<file path="src/rtl/axi4_rd_burst_fsm.sv">
// AXI4 read-burst controller: accepts one AR at a time and streams arlen+1 beats
// from one of N_CH show-ahead output FIFOs, or an error burst without touching any FIFO.
module axi4_rd_burst_fsm #(
    parameter int unsigned ID_W     = 4,
    parameter int unsigned ADDR_W   = 32,
    parameter int unsigned N_CH     = 4,
    parameter int unsigned SEL_MODE = 0,
    parameter int unsigned SEL_LSB  = 12,
    parameter logic [2:0]  SIZE     = 3'd2,
    localparam int unsigned CH_W    = (N_CH > 1) ? $clog2(N_CH) : 1
) (
    input  logic              clk,
    input  logic              reset,
    input  logic [ID_W-1:0]   s_arid,
    input  logic [ADDR_W-1:0] s_araddr,
    input  logic [7:0]        s_arlen,
    input  logic [2:0]        s_arsize,
    input  logic [1:0]        s_arburst,
    input  logic              s_arvalid,
    output logic              s_arready,
    output logic [ID_W-1:0]   s_rid,
    output logic [1:0]        s_rresp,
    output logic              s_rlast,
    output logic              s_rvalid,
    input  logic              s_rready,
    input  logic [N_CH-1:0]   fifo_empty,
    output logic              fifo_pop,
    output logic [CH_W-1:0]   fifo_pop_sel,
    output logic              busy,
    output logic [15:0]       burst_cnt
);

    localparam int unsigned N_PAD = 1 << CH_W;

    localparam logic [1:0] IDLE = 2'd0;
    localparam logic [1:0] DATA = 2'd1;
    localparam logic [1:0] ERR  = 2'd2;

    localparam logic [1:0] RESP_OKAY   = 2'b00;
    localparam logic [1:0] RESP_SLVERR = 2'b10;
    localparam logic [1:0] RESP_DECERR = 2'b11;
    localparam logic [1:0] BURST_INCR  = 2'b01;

    logic [1:0]       state;
    logic [1:0]       state_nxt;
    logic [ID_W-1:0]  rid_q;
    logic [7:0]       beats_left;
    logic [CH_W-1:0]  sel_q;
    logic [1:0]       resp_q;
    logic [15:0]      cnt_q;

    logic [CH_W-1:0]  ch_c;
    logic [1:0]       resp_c;
    logic [N_PAD-1:0] empty_pad;
    logic             ar_fire;
    logic             r_fire;
    logic             unused_ok;

    // Channel decode from either the address field or the low ID bits
    generate
        if (SEL_MODE == 1) begin : g_sel_id
            assign ch_c = s_arid[CH_W-1:0];
        end else begin : g_sel_addr
            assign ch_c = s_araddr[SEL_LSB +: CH_W];
        end
    endgenerate

    assign unused_ok = ^s_araddr;

    // Decode error wins over slave error
    always_comb begin
        resp_c = RESP_OKAY;
        if (32'(ch_c) >= N_CH) begin
            resp_c = RESP_DECERR;
        end else if ((s_arburst != BURST_INCR) || (s_arsize != SIZE)) begin
            resp_c = RESP_SLVERR;
        end
    end

    // Unimplemented channel indices read as empty; only reachable in ERR, where they are ignored
    always_comb begin
        empty_pad             = '1;
        empty_pad[N_CH-1:0]   = fifo_empty;
    end

    always_ff @(posedge clk) begin
        if (reset) begin
            state <= IDLE;
        end else begin
            state <= state_nxt;
        end
    end

    always_comb begin
        state_nxt = state;
        s_arready = 1'b0;
        s_rvalid  = 1'b0;
        s_rlast   = 1'b0;
        fifo_pop  = 1'b0;
        case (state)
            IDLE: begin
                s_arready = 1'b1;
                if (s_arvalid) begin
                    state_nxt = (resp_c == RESP_OKAY) ? DATA : ERR;
                end
            end
            DATA: begin
                s_rvalid = ~empty_pad[sel_q];
                s_rlast  = (beats_left == 8'd0);
                fifo_pop = s_rvalid & s_rready;
                if (s_rvalid && s_rready && s_rlast) begin
                    state_nxt = IDLE;
                end
            end
            ERR: begin
                s_rvalid = 1'b1;
                s_rlast  = (beats_left == 8'd0);
                if (s_rready && s_rlast) begin
                    state_nxt = IDLE;
                end
            end
            default: begin
                state_nxt = IDLE;
            end
        endcase
        // Handshakes are blocked for the whole time reset is held
        if (reset) begin
            s_arready = 1'b0;
            s_rvalid  = 1'b0;
            s_rlast   = 1'b0;
            fifo_pop  = 1'b0;
        end
    end

    assign ar_fire = s_arvalid & s_arready;
    assign r_fire  = s_rvalid & s_rready;

    always_ff @(posedge clk) begin
        if (reset) begin
            rid_q      <= '0;
            beats_left <= 8'd0;
            sel_q      <= '0;
            resp_q     <= RESP_OKAY;
            cnt_q      <= 16'd0;
        end else if (ar_fire) begin
            rid_q      <= s_arid;
            beats_left <= s_arlen;
            sel_q      <= ch_c;
            resp_q     <= resp_c;
        end else if (r_fire) begin
            if (s_rlast) begin
                cnt_q <= cnt_q + 16'd1;
            end else begin
                beats_left <= beats_left - 8'd1;
            end
        end
    end

    assign s_rid        = rid_q;
    assign s_rresp      = resp_q;
    assign fifo_pop_sel = sel_q;
    assign busy         = (state != IDLE);
    assign burst_cnt    = cnt_q;

endmodule

</file>
<file path="config.mk">
export PLATFORM = sky130hd
export DESIGN_NAME = axi4_rd_burst_fsm
export DESIGN_NICKNAME = d
export VERILOG_FILES = /design/src/rtl/axi4_rd_burst_fsm.sv
export SDC_FILE = /design/constraint.sdc
export NUM_CORES = 1
export LEC_CHECK = 0
export ABC_AREA = 1
export CAP_MARGIN = 20
export CORE_AREA = 5 5 77 79
export DETAILED_ROUTE_END_ITERATION = 10
export DIE_AREA = 0 0 82 84
export GPL_TIMING_DRIVEN = 0
export HOLD_SLACK_MARGIN = 0.06
export MAX_ROUTING_LAYER = met4
export PLACE_DENSITY_LB_ADDON = 0.12
export RECOVER_POWER = 100
export SYNTH_ARGS = -nofsm -noshare
export SYNTH_HDL_FRONTEND = slang
export SYNTH_SLANG_ARGS = --single-unit
</file>
<file path="constraint.sdc">
create_clock -name clk -period 2.5 [get_ports clk]
set_input_delay 0.75 -clock clk [delete_from_list [all_inputs] [get_ports clk]]
set_output_delay 0.75 -clock clk [all_outputs]
set_load 0.02 [all_outputs]
</file>
# [Yosys cells after proc, flatten, opt, wreduce, memory -nomap -nowiden]
# Index checks and enable logic that the tools add are counted.
[word_totals] regBits=34 in_bits=57 output_inout_bits=29 word_cells=54
[op_classes] addsub=2 order_cmp=1 n_eq_ne=8 n_mux=19 bitwise_logic=5 reduce_logical=13
[op_table] op="8-bit two-way mux" n=3
[op_table] op="16-bit by 1-bit adder with 16-bit output (second input constant)" n=1
[op_table] op="2-bit two-way mux" n=5
[op_table] op="8-bit zero test" n=1
[op_table] op="1-bit two-way mux" n=8
[op_table] op="8-bit by 1-bit subtractor with 8-bit output (second input constant)" n=1
[op_table] op="2-bit inequality test (second input constant)" n=3
[op_table] op="2-bit one-hot mux with 3 select lines" n=1
[op_table] op="3-bit AND reduction" n=2
[op_table] op="2-bit zero test" n=2
[op_table] op="2-bit by 1-bit inequality test with 1-bit output (second input constant)" n=2
[op_table] op="2-bit nonzero test" n=2
[op_table] op="1-bit bitwise AND" n=3
[op_table] op="1-bit logical AND" n=3
[op_table] op="2-bit by 3-bit less-than comparator with 1-bit output (second input constant)" n=1
[op_table] op="3-bit by 2-bit inequality test with 1-bit output (second input constant)" n=1
[op_table] op="1-bit binary-select mux with 2-bit select" n=1
[op_table] op="2-bit by 1-bit == test with 1-bit output (second input constant)" n=1
[op_table] op="2-bit == test (second input constant)" n=1
[op_table] op="1-bit NOT" n=2
[op_table] op="1-bit one-hot mux with 2 select lines" n=1
[op_table] op="2-bit AND reduction" n=1
[op_table] op="2-bit OR reduction" n=1
[op_table] op="1-bit logical OR" n=1

# [Logic depth before layout (Yosys ltp)]
# Gate-level depths: netlist (run 1).
[depth] ltp_word=8 depth_mapped=11 depth_no_buf=10

# [Least setup slack after synthesis (run 1)]
# OpenSTA, ideal clock, no wires.
[synth_path] path_kind="input port to output port" from="input reset" to="output fifo_pop" t_arrival_ns=1.857 required_ns=1.750 setup_slack_ns=-0.107 path_stages=6 path_buffers=3 cell_sequence="buf_4 inv_2 clkbuf_1 clkbuf_1 nand2_1 nor2_1"
[synth_via] elab_chain_len=1
[synth_rtl] item="start: declaration" line_no="13" text="input logic reset,"
[synth_rtl] item="1-bit two-way mux" line_no="127" text="if (reset) begin"
[synth_rtl] item="end: declaration" line_no="27" text="output logic fifo_pop,"
# No other way between the ends.

# [Worst setup path in the final report (run 1)]
[layout_path] from="input fifo_empty[2]" to="register state[0]"
[layout_via] elab_chain_len=7
[layout_rtl] item="start: declaration" line_no="26" text="input logic [N_CH-1:0] fifo_empty,"
[layout_rtl] item="1-bit binary-select mux with 2-bit select" line_no="108" text="s_rvalid = ~empty_pad[sel_q];"
[layout_rtl] item="1-bit two-way mux (not written as such)" line_no="108"
[layout_rtl] item="1-bit NOT" line_no="108"
[layout_rtl] item="1-bit logical AND (2 in a row)" line_no="111" text="if (s_rvalid && s_rready && s_rlast) begin"
[layout_rtl] item="2-bit inequality test (no line)"
[layout_rtl] item="3-bit AND reduction (no line)"
[layout_rtl] item="end signal: assignment" line_no="90" text="state <= state_nxt;"
[layout_rtl] item="end: declaration" line_no="44" text="logic [1:0] state;"
# No other way between the ends. The select of a mux whose other input is x is not followed.
# A chain may end at the register's enable or synchronous reset.

==> summary.md, run 1 <==
| Metric | Value |
|---|---|
| Status | finished, final reports clean |
| Adder-cell share of the synthesized area | 3.54% |
| DIE AREA | 0.00689 mm2 |
| Least-Margin Pin Slew | 502 ps |
| # rows | 27 |
| Crit path DAT | 2640 ps |
| Final worst path period need | 2470 ps |
| Quantity of hold-fixing buffers added after cts | 0 |
| Die Span Y | 84 um |
| CP cell instances | dlygate4sd2_1, nand2_1, nand3_2, clkbuf_4, buf_4, buf_4, buf_4, buf_4, buf_4, buf_4, buf_4, buf_4, nand3_4, nand3_4, nand2_2, a22oi_1 |
| Count of final hold-check violations | 0 |
| Post-synth top area share | 31.2% |
| Tot GR Track Use | 17.9% |
| Clock network latency to the later pin of the worst-skew pair | 280 ps |
| Rel. slew slack | 66.2% |
| Clk pwr share | 22.9% |
| CP delay by family, top | buffers and inverters |
| Final WS setup | 31.3 ps |
| Initial antenna violation count | 0 |
| Routability Congestion | 0.837 |
| GRT overflow | 0 |
| Post-layout util | 56.3% |
| ANT nets after route | 0 |
| DRT Wirelength | 5900 um |
| Combinational family with the most area after synthesis | simple AND/OR/NAND/NOR gates |
| Peak Freq | 0.405 GHz |
| Clock transition at path regs | 70 ps |
| Mapped Area | 0.00212 mm2 |
| PortBufs | 53 |
| Hpwl dp | 3910 um |
| Synth Area in XOR/XNOR | 6.19% |
| Clock root cell | clkbuf_8 |
| NetSw | 0.913 mW |
| Netlist cell types | 31 |
| DR vias | 2182 |
| Cells after Synth | 310 |
| WL/cell | 12.8 um |
| Vias per Instance | 4.74 |
| Min Hold Slack | 483 ps |
| Largest cells by area after synthesis | dfxtp_1 (31%), nand2_1 (15%), nor2_1 (5.8%) |
| Sw Ratio | 39.8% |
| Power Total | 2.29 mW |
| Slack of the worst reg-to-reg path | 300 ps |
| CP Launch Point | fifo_empty[2] |
| Setup Crit Path Kind | primary input to flip-flop |
| Critical Path Slowest Stage Cell | dlygate4sd2_1 |
| Synth warn | 0 |
| Setup Skew | 7.79 ps |
| Final-stage net count | 450 |
| Post-placement cell count | 435 |
| Simple-gate share of the synthesized area | 37.7% |
| Worst Hold Class | flip-flop to flip-flop |
| CTS Buf Count | 5 |
| Clk sinks | 33 |
| #FFs+latches synth | 33 |
| Post-DP Area | 0.00275 mm2 |
| Max incr delay on CP | 240 ps |
| Hold Path Origin | s_rid[2]$_SDFFE_PP0P_ |
| P&R area growth vs syn | 39.9% |
| Power share of the sequential group | 28.2% |
| H-Tree Depth | 2 |
| IO Pins | 86 |
| Vias in the first global route | 2089 |
| Sum Neg Setup Slack | 0 ps |
| Maximum VDD drop | 0.336 mV |
| Final worst-path cycle share | 98.7% |
| Max Cap Viol | 0 |
| Cell Pwr Density | 773 mW/mm2 |
| Largest net degree at the start of global routing | 20 |
| Crit path capture type | flip-flop |
| Leak | 1.32 nW |
| Max FO, Critical Path | 3 |
| Drt drc | 0 |
| Critical Path RT | 2670 ps |
| Fill cells | 537 |
| Internal power | 1.38 mW |
| Unrepaired setup endpoints after global routing | false |
| Longest Clk Path Bufs | 2 |
| Finished Layout Cells | 460 |
| Reg2Reg Launch Point | fifo_pop_sel[0]$_SDFFE_PP0P_ |
| Crit path buffers/inverters | 10 |
| Gate power share | 48.9% |
| Max-slew violation total from the final report | 0 |
| Setup WS pre-CTS | -794 ps |
| CTS tree | built |
| ANT cells | 0 |
| Mux cell area share after synthesis | 0% |
| DR iter-0 viols | 81 |
| Die W | 82 um |
| Crit-path most repeated cell | buf_4 |
| Endpoints failing setup | 0 |
| Drt first pass iters | 4 |
| First-pass GRT wire length | 9460 um |
| Cell taking the most area after synthesis | dfxtp_1 |
| Fin area | 0.00297 mm2 |
| Sequential fraction of the synthesis area | 31.2% |
| Compound-Gate Fraction of Synth Area | 11.9% |
| Core ar. | 0.00527 mm2 |
| Fraction of layout cells with a size suffix above 1 | 18.6% |
| Synth Net Count | 373 |
| Initial Util | 40.2% |
| Worst Setup Start Kind | primary input |
| Synth Area per Inst | 6.84 um2 |
[synthesized netlist by cell type]
master	count
nand3_2	1
nand4_2	2
nand2_1	83
dfxtp_1	33
conb_1	1
a21oi_2	8
nor2_4	3
inv_2	10
buf_4	5
nor2_2	2
o31ai_1	1
nand3_4	1
nor2_8	2
nand2_4	1
inv_1	23
a21oi_1	18
nor2_1	33
or2_2	1
xnor2_1	4
nor3b_1	1
buf_2	2
a22oi_1	2
o21ai_0	14
nand3_1	22
clkbuf_1	4
nor4_1	1
buf_6	1
nor3_1	3
ha_1	6
xor2_1	11
nand2_2	11
[path summary, 6_finish.rpt]
kind / endpoint / depth (start not counted)
worst min register to register: s_rid[2]$_SDFFE_PP0P_ / 2
worst max-delay path: state[0]$_SDFFE_PP0P_ / 16
worst max register to register: state[0]$_SDFFE_PP0P_ / 16
worst min-delay path: s_rid[2]$_SDFFE_PP0P_ / 2
[sequential cells by signal, indices dropped and copies added (netlist names)]
signal        flops
fifo_pop_sel      2
s_rresp           1
s_rid             4
burst_cnt        16
state             2
beats_left        8
[area by class of cell]
cell class / count / area [um2] / area share [%]
plain buffers: 11 / 67.6 / 2.28
clock buffers: 7 / 86.3 / 2.91
clock inverters: 1 / 30.0 / 1.01
inverters: 33 / 124 / 4.18
multi-input cells: 232 / 1260 / 42.5
flip-flops and latches: 33 / 661 / 22.3
well taps: 72 / 90.1 / 3.04
repair buffers: 71 / 647 / 21.8
[worst register-to-register path: cells and delay by family, from the launching register on]
| kind | cells | cell delay (ps) |
|---|---|---|
| AND/OR/NAND/NOR | 5 | 450 |
| flip-flops | 1 | 380 |
| buffers and inverters | 10 | 1220 |
| AO/OA/AOI/OAI | 1 | 70 |
[metal layers]
layer  part of all wire [%]  track usage, %  vias up
met2                     48            30.2       52
met4                   0.92            4.98        0
met1                     47            21.6      995
met3                    4.9            3.13        5
met5                      0               -        -
li1                       -               -     1130
[timing repair]
item	in CTS	in global routing
endpoints found under the setup margin	4	4
endpoints found under the hold margin	0	0
pin swaps	6	4
setup buffers	19	0
resized for setup	20	9
[cell usage in the layout, fill, tap and decap left out, types with 2 or more instances in the layout]
cell type	count
nor2_1	33
nand2_1	87
dlygate4sd2_1	6
nand2_2	7
clkbuf_2	2
clkbuf_1	6
a21oi_2	5
clkbuf_8	6
a21oi_1	21
nor2_2	3
nand3_2	3
clkdlybuf4s50_1	21
buf_4	21
ha_1	6
nor2_4	3
inv_1	24
nand3_1	18
dlygate4sd3_1	23
nand3_4	3
xor2_1	11
xnor2_1	4
nor3_1	3
inv_2	9
dfxtp_1	33
o21ai_0	14
[cell families after synthesis]
family / after synthesis
DFF: 33
adders and majority gates: 6
AOI/OAI and AO/OA: 43
other: 1
and+or+nand+nor: 167
buffers and inverters: 45
xor gates and xnor gates: 15
[power by group through the flow]
stage	sequential, mW	clock [mW]	combinational (mW)
finish	0.647	0.524	1.12
global route	0.656	0.563	1.24
CTS	0.648	0.541	1.09
detailed placement	0.658	0	1.02
global placement	0.657	0	1.01
floorplan	0.681	0	0.720
(Power assumes the default switching activity.)
==> run 2: changes to the inputs <==
Settings changed: CELL_PAD_IN_SITES_DETAIL_PLACEMENT from default to 0, CELL_PAD_IN_SITES_GLOBAL_PLACEMENT from default to 1, CORE_AREA 5 5 77 79 to 5 5 92 94, DIE_AREA 0 0 82 84 to 0 0 97 99.
==> run 2 against run 1 <==
  * First-iteration DRC count decreased by 3.7%
  * Wire length rose by 2.8%
  * Global-route usage is 4.8 points lower
  * Largest power group unchanged
  * Combinational power about the same
  * Highest routed layer unchanged
  * Critical path type is now primary input to output port
==> summary.md, run 2 (synthesis results as in run 1) <==
| Metric | Value |
|---|---|
| Status | finished, final reports clean |
| Most frequent cells in the layout | nand2_1 (80), nor2_1 (33), dfxtp_1 (33) |
| Commonest non-fill, non-tap cell in the layout | nand2_1 |
| DR vias | 2187 (+0.23%) |
| Longest Clk Path Bufs | 2 (unchanged) |
| Sw Ratio | 41.3% (+1.5 points) |
| Cell depth of the worst flop-to-flop path | 16 (unchanged) |
| Clock root cell | clkbuf_8 |
| First-pass GRT wire length | 10100 um (+6.6%) |
| Reg2Reg Launch Point | fifo_pop_sel[0]$_SDFFE_PP0P_ |
| Hpwl dp | 4360 um (+11%) |
| Cell Pwr Density | 728 mW/mm2 (-5.8%) |
| Endpoints failing setup | 0 (unchanged) |
| # rows | 32 (+19%) |
| CTS Buf Count | 5 (unchanged) |
| Power share of the sequential group | 29.6% (+1.4 points) |
| ANT nets after route | 0 (unchanged) |
| Crit path DAT | 1680 ps (-960 ps) |
| Clock network latency to the later pin of the worst-skew pair | 280 ps (about the same) |
| DR iter-0 viols | 78 (-3.7%) |
| P&R area growth vs syn | 41.5% |
| Vias in the first global route | 2162 (+3.5%) |
| Quantity of hold-fixing buffers added after cts | 0 (unchanged) |
| CTS tree | built |
| Fraction of layout cells with a size suffix above 1 | 20.6% (+2.1 points) |
| Die W | 97 um (+18%) |
| Final worst-path cycle share | 97.3% (-1.5 points) |
| Setup Crit Path Kind | primary input to output port |
| Max-slew violation total from the final report | 0 (unchanged) |
| DIE AREA | 0.00960 mm2 (+39%) |
| Rel. slew slack | 61.3% (-4.9 points) |
| Final worst path period need | 2430 ps (-36.8 ps) |
| Fill cells | 832 (+55%) |
| Vias per Instance | 4.46 (-5.9%) |
| Die Span Y | 99 um (+18%) |
| Peak Freq | 0.411 GHz (+1.5%) |
| Slack of the worst reg-to-reg path | 310 ps (about the same) |
| Worst Hold Class | flip-flop to flip-flop |
| Min Hold Slack | 480 ps (-2.89 ps) |
| ANT cells | 0 (unchanged) |
| Clock transition at path regs | 70 ps (about the same) |
| Least-Margin Pin Slew | 581 ps (+78.8 ps) |
| H-Tree Depth | 2 (unchanged) |
| Largest net degree at the start of global routing | 20 (unchanged) |
| Tot GR Track Use | 13.2% (-4.8 points) |
| Max FFs per register | 16 (unchanged) |
| Clk sinks | 33 (unchanged) |
| GRT overflow | 0 (unchanged) |
| Setup crit end | fifo_pop |
| WL/cell | 12.4 um (-3.5%) |
| Power Total | 2.19 mW (-4.7%) |
| DRT Wirelength | 6060 um (+2.8%) |
| Final WS setup | 68.1 ps (+36.8 ps) |
| Max Cap Viol | 0 (unchanged) |
| Maximum VDD drop | 0.411 mV (+22%) |
| Drt drc | 0 (unchanged) |
| Gate power share | 51.3% (+2.4 points) |
| Fin area | 0.00300 mm2 (+1.1%) |
| Routability Congestion | 0.838 (+0.16%) |
| Leak | 1.36 nW (+2.6%) |
| Final-stage net count | 451 (+0.22%) |
| Crit path capture type | output port |
| Setup WS pre-CTS | -782 ps (+12.3 ps) |
| R2R Path End | state[1]$_SDFFE_PP0P_ |
| Internal power | 1.28 mW (-7.0%) |
| NetSw | 0.902 mW (-1.1%) |
| Clk pwr share | 19.1% (-3.8 points) |
| PortBufs | 53 (unchanged) |
| IO Pins | 86 (unchanged) |
| Count of final hold-check violations | 0 (unchanged) |
| Post-DP Area | 0.00278 mm2 (+1.4%) |
| Initial antenna violation count | 0 (unchanged) |
| Critical Path RT | 1750 ps (-920 ps) |
| Worst Setup Start Kind | primary input |
| Drt first pass iters | 4 (unchanged) |
| Initial Util | 28.0% (-12 points) |
| Core ar. | 0.00757 mm2 (+44%) |
| Max FO, Critical Path | 19 (+16) |
| CP Launch Point | reset |
| Setup Skew | 5.83 ps (-1.97 ps) |
| Sum Neg Setup Slack | 0 ps (unchanged) |
## run 2: layout make-up
| class | count | area [um2] | share of cell area [%] |
|---|---|---|---|
| Inverter | 33 | 124 | 4.13 |
| Sequential cell | 33 | 661 | 22.0 |
| Buffer | 11 | 67.6 | 2.25 |
| Multi-Input combinational cell | 232 | 1270 | 42.4 |
| Timing Repair Buffer | 72 | 663 | 22.1 |
| Clock buffer | 7 | 86.3 | 2.88 |
| Tap cell | 102 | 128 | 4.25 |
## run 2: power groups by stage
stage | clock network [mW] | logic, mW | registers [mW]
2_1_floorplan | 0 | 0.720 | 0.681
3_3_place_gp | 0 | 1.04 | 0.657
3_5_place_dp | 0 | 1.03 | 0.659
4_1_cts | 0.446 | 1.13 | 0.647
5_1_grt | 0.466 | 1.26 | 0.657
6_report | 0.417 | 1.12 | 0.647
## run 2: worst min-delay path by stage
stage / cells past startpoint / startpoint / slack (ps) / end
final: 2 / s_rid[2]$_SDFFE_PP0P_ / 480 / s_rid[2]$_SDFFE_PP0P_
after global routing: 2 / s_rid[1]$_SDFFE_PP0P_ / 510 / s_rid[1]$_SDFFE_PP0P_
after CTS: 2 / s_rid[2]$_SDFFE_PP0P_ / 490 / s_rid[2]$_SDFFE_PP0P_
after detailed placement: 2 / s_rid[2]$_SDFFE_PP0P_ / 470 / s_rid[2]$_SDFFE_PP0P_
after global placement: 2 / s_rid[0]$_SDFFE_PP0P_ / 470 / s_rid[0]$_SDFFE_PP0P_
after floorplan: 2 / state[1]$_SDFFE_PP0P_ / 500 / state[1]$_SDFFE_PP0P_
## run 2: through the flow
step                cells  utilization, %
global route          490            39.6
detailed placement    465            36.8
finish                490            39.6
global placement      465            36.8
CTS                   490            39.9
floorplan             310               -
## run 2: routing by layer
layer / global-route usage, % / up-vias / share of wire (%) / routed length, um
met5: - / - / 0 / 0
li1: - / 1131 / - / -
met2: 20.3 / 45 / 44 / 2690
met1: 17.3 / 1003 / 51 / 3090
met4: 3.89 / 0 / 1.4 / 82
met3: 2.97 / 8 / 3.4 / 206
## run 2: timing repair
item,CTS,global route
pin swaps,8,3
endpoints found under the setup margin,4,4
buffers inserted,19,0
resized for setup,25,7
## run 2: worst max-delay path, stage by stage
cell	delay [ps]
buf_4	160
inv_2	60
buf_4	240
nand2_1	90
nor2_2	110
clkdlybuf4s15_2	270
==> run 3: changes to the inputs <==
Settings changed: ABC_CLOCK_PERIOD_IN_PS from default to 2500.
==> results of run 3 <==
The final DEF is identical to that of run 2; final timing and power are the same.
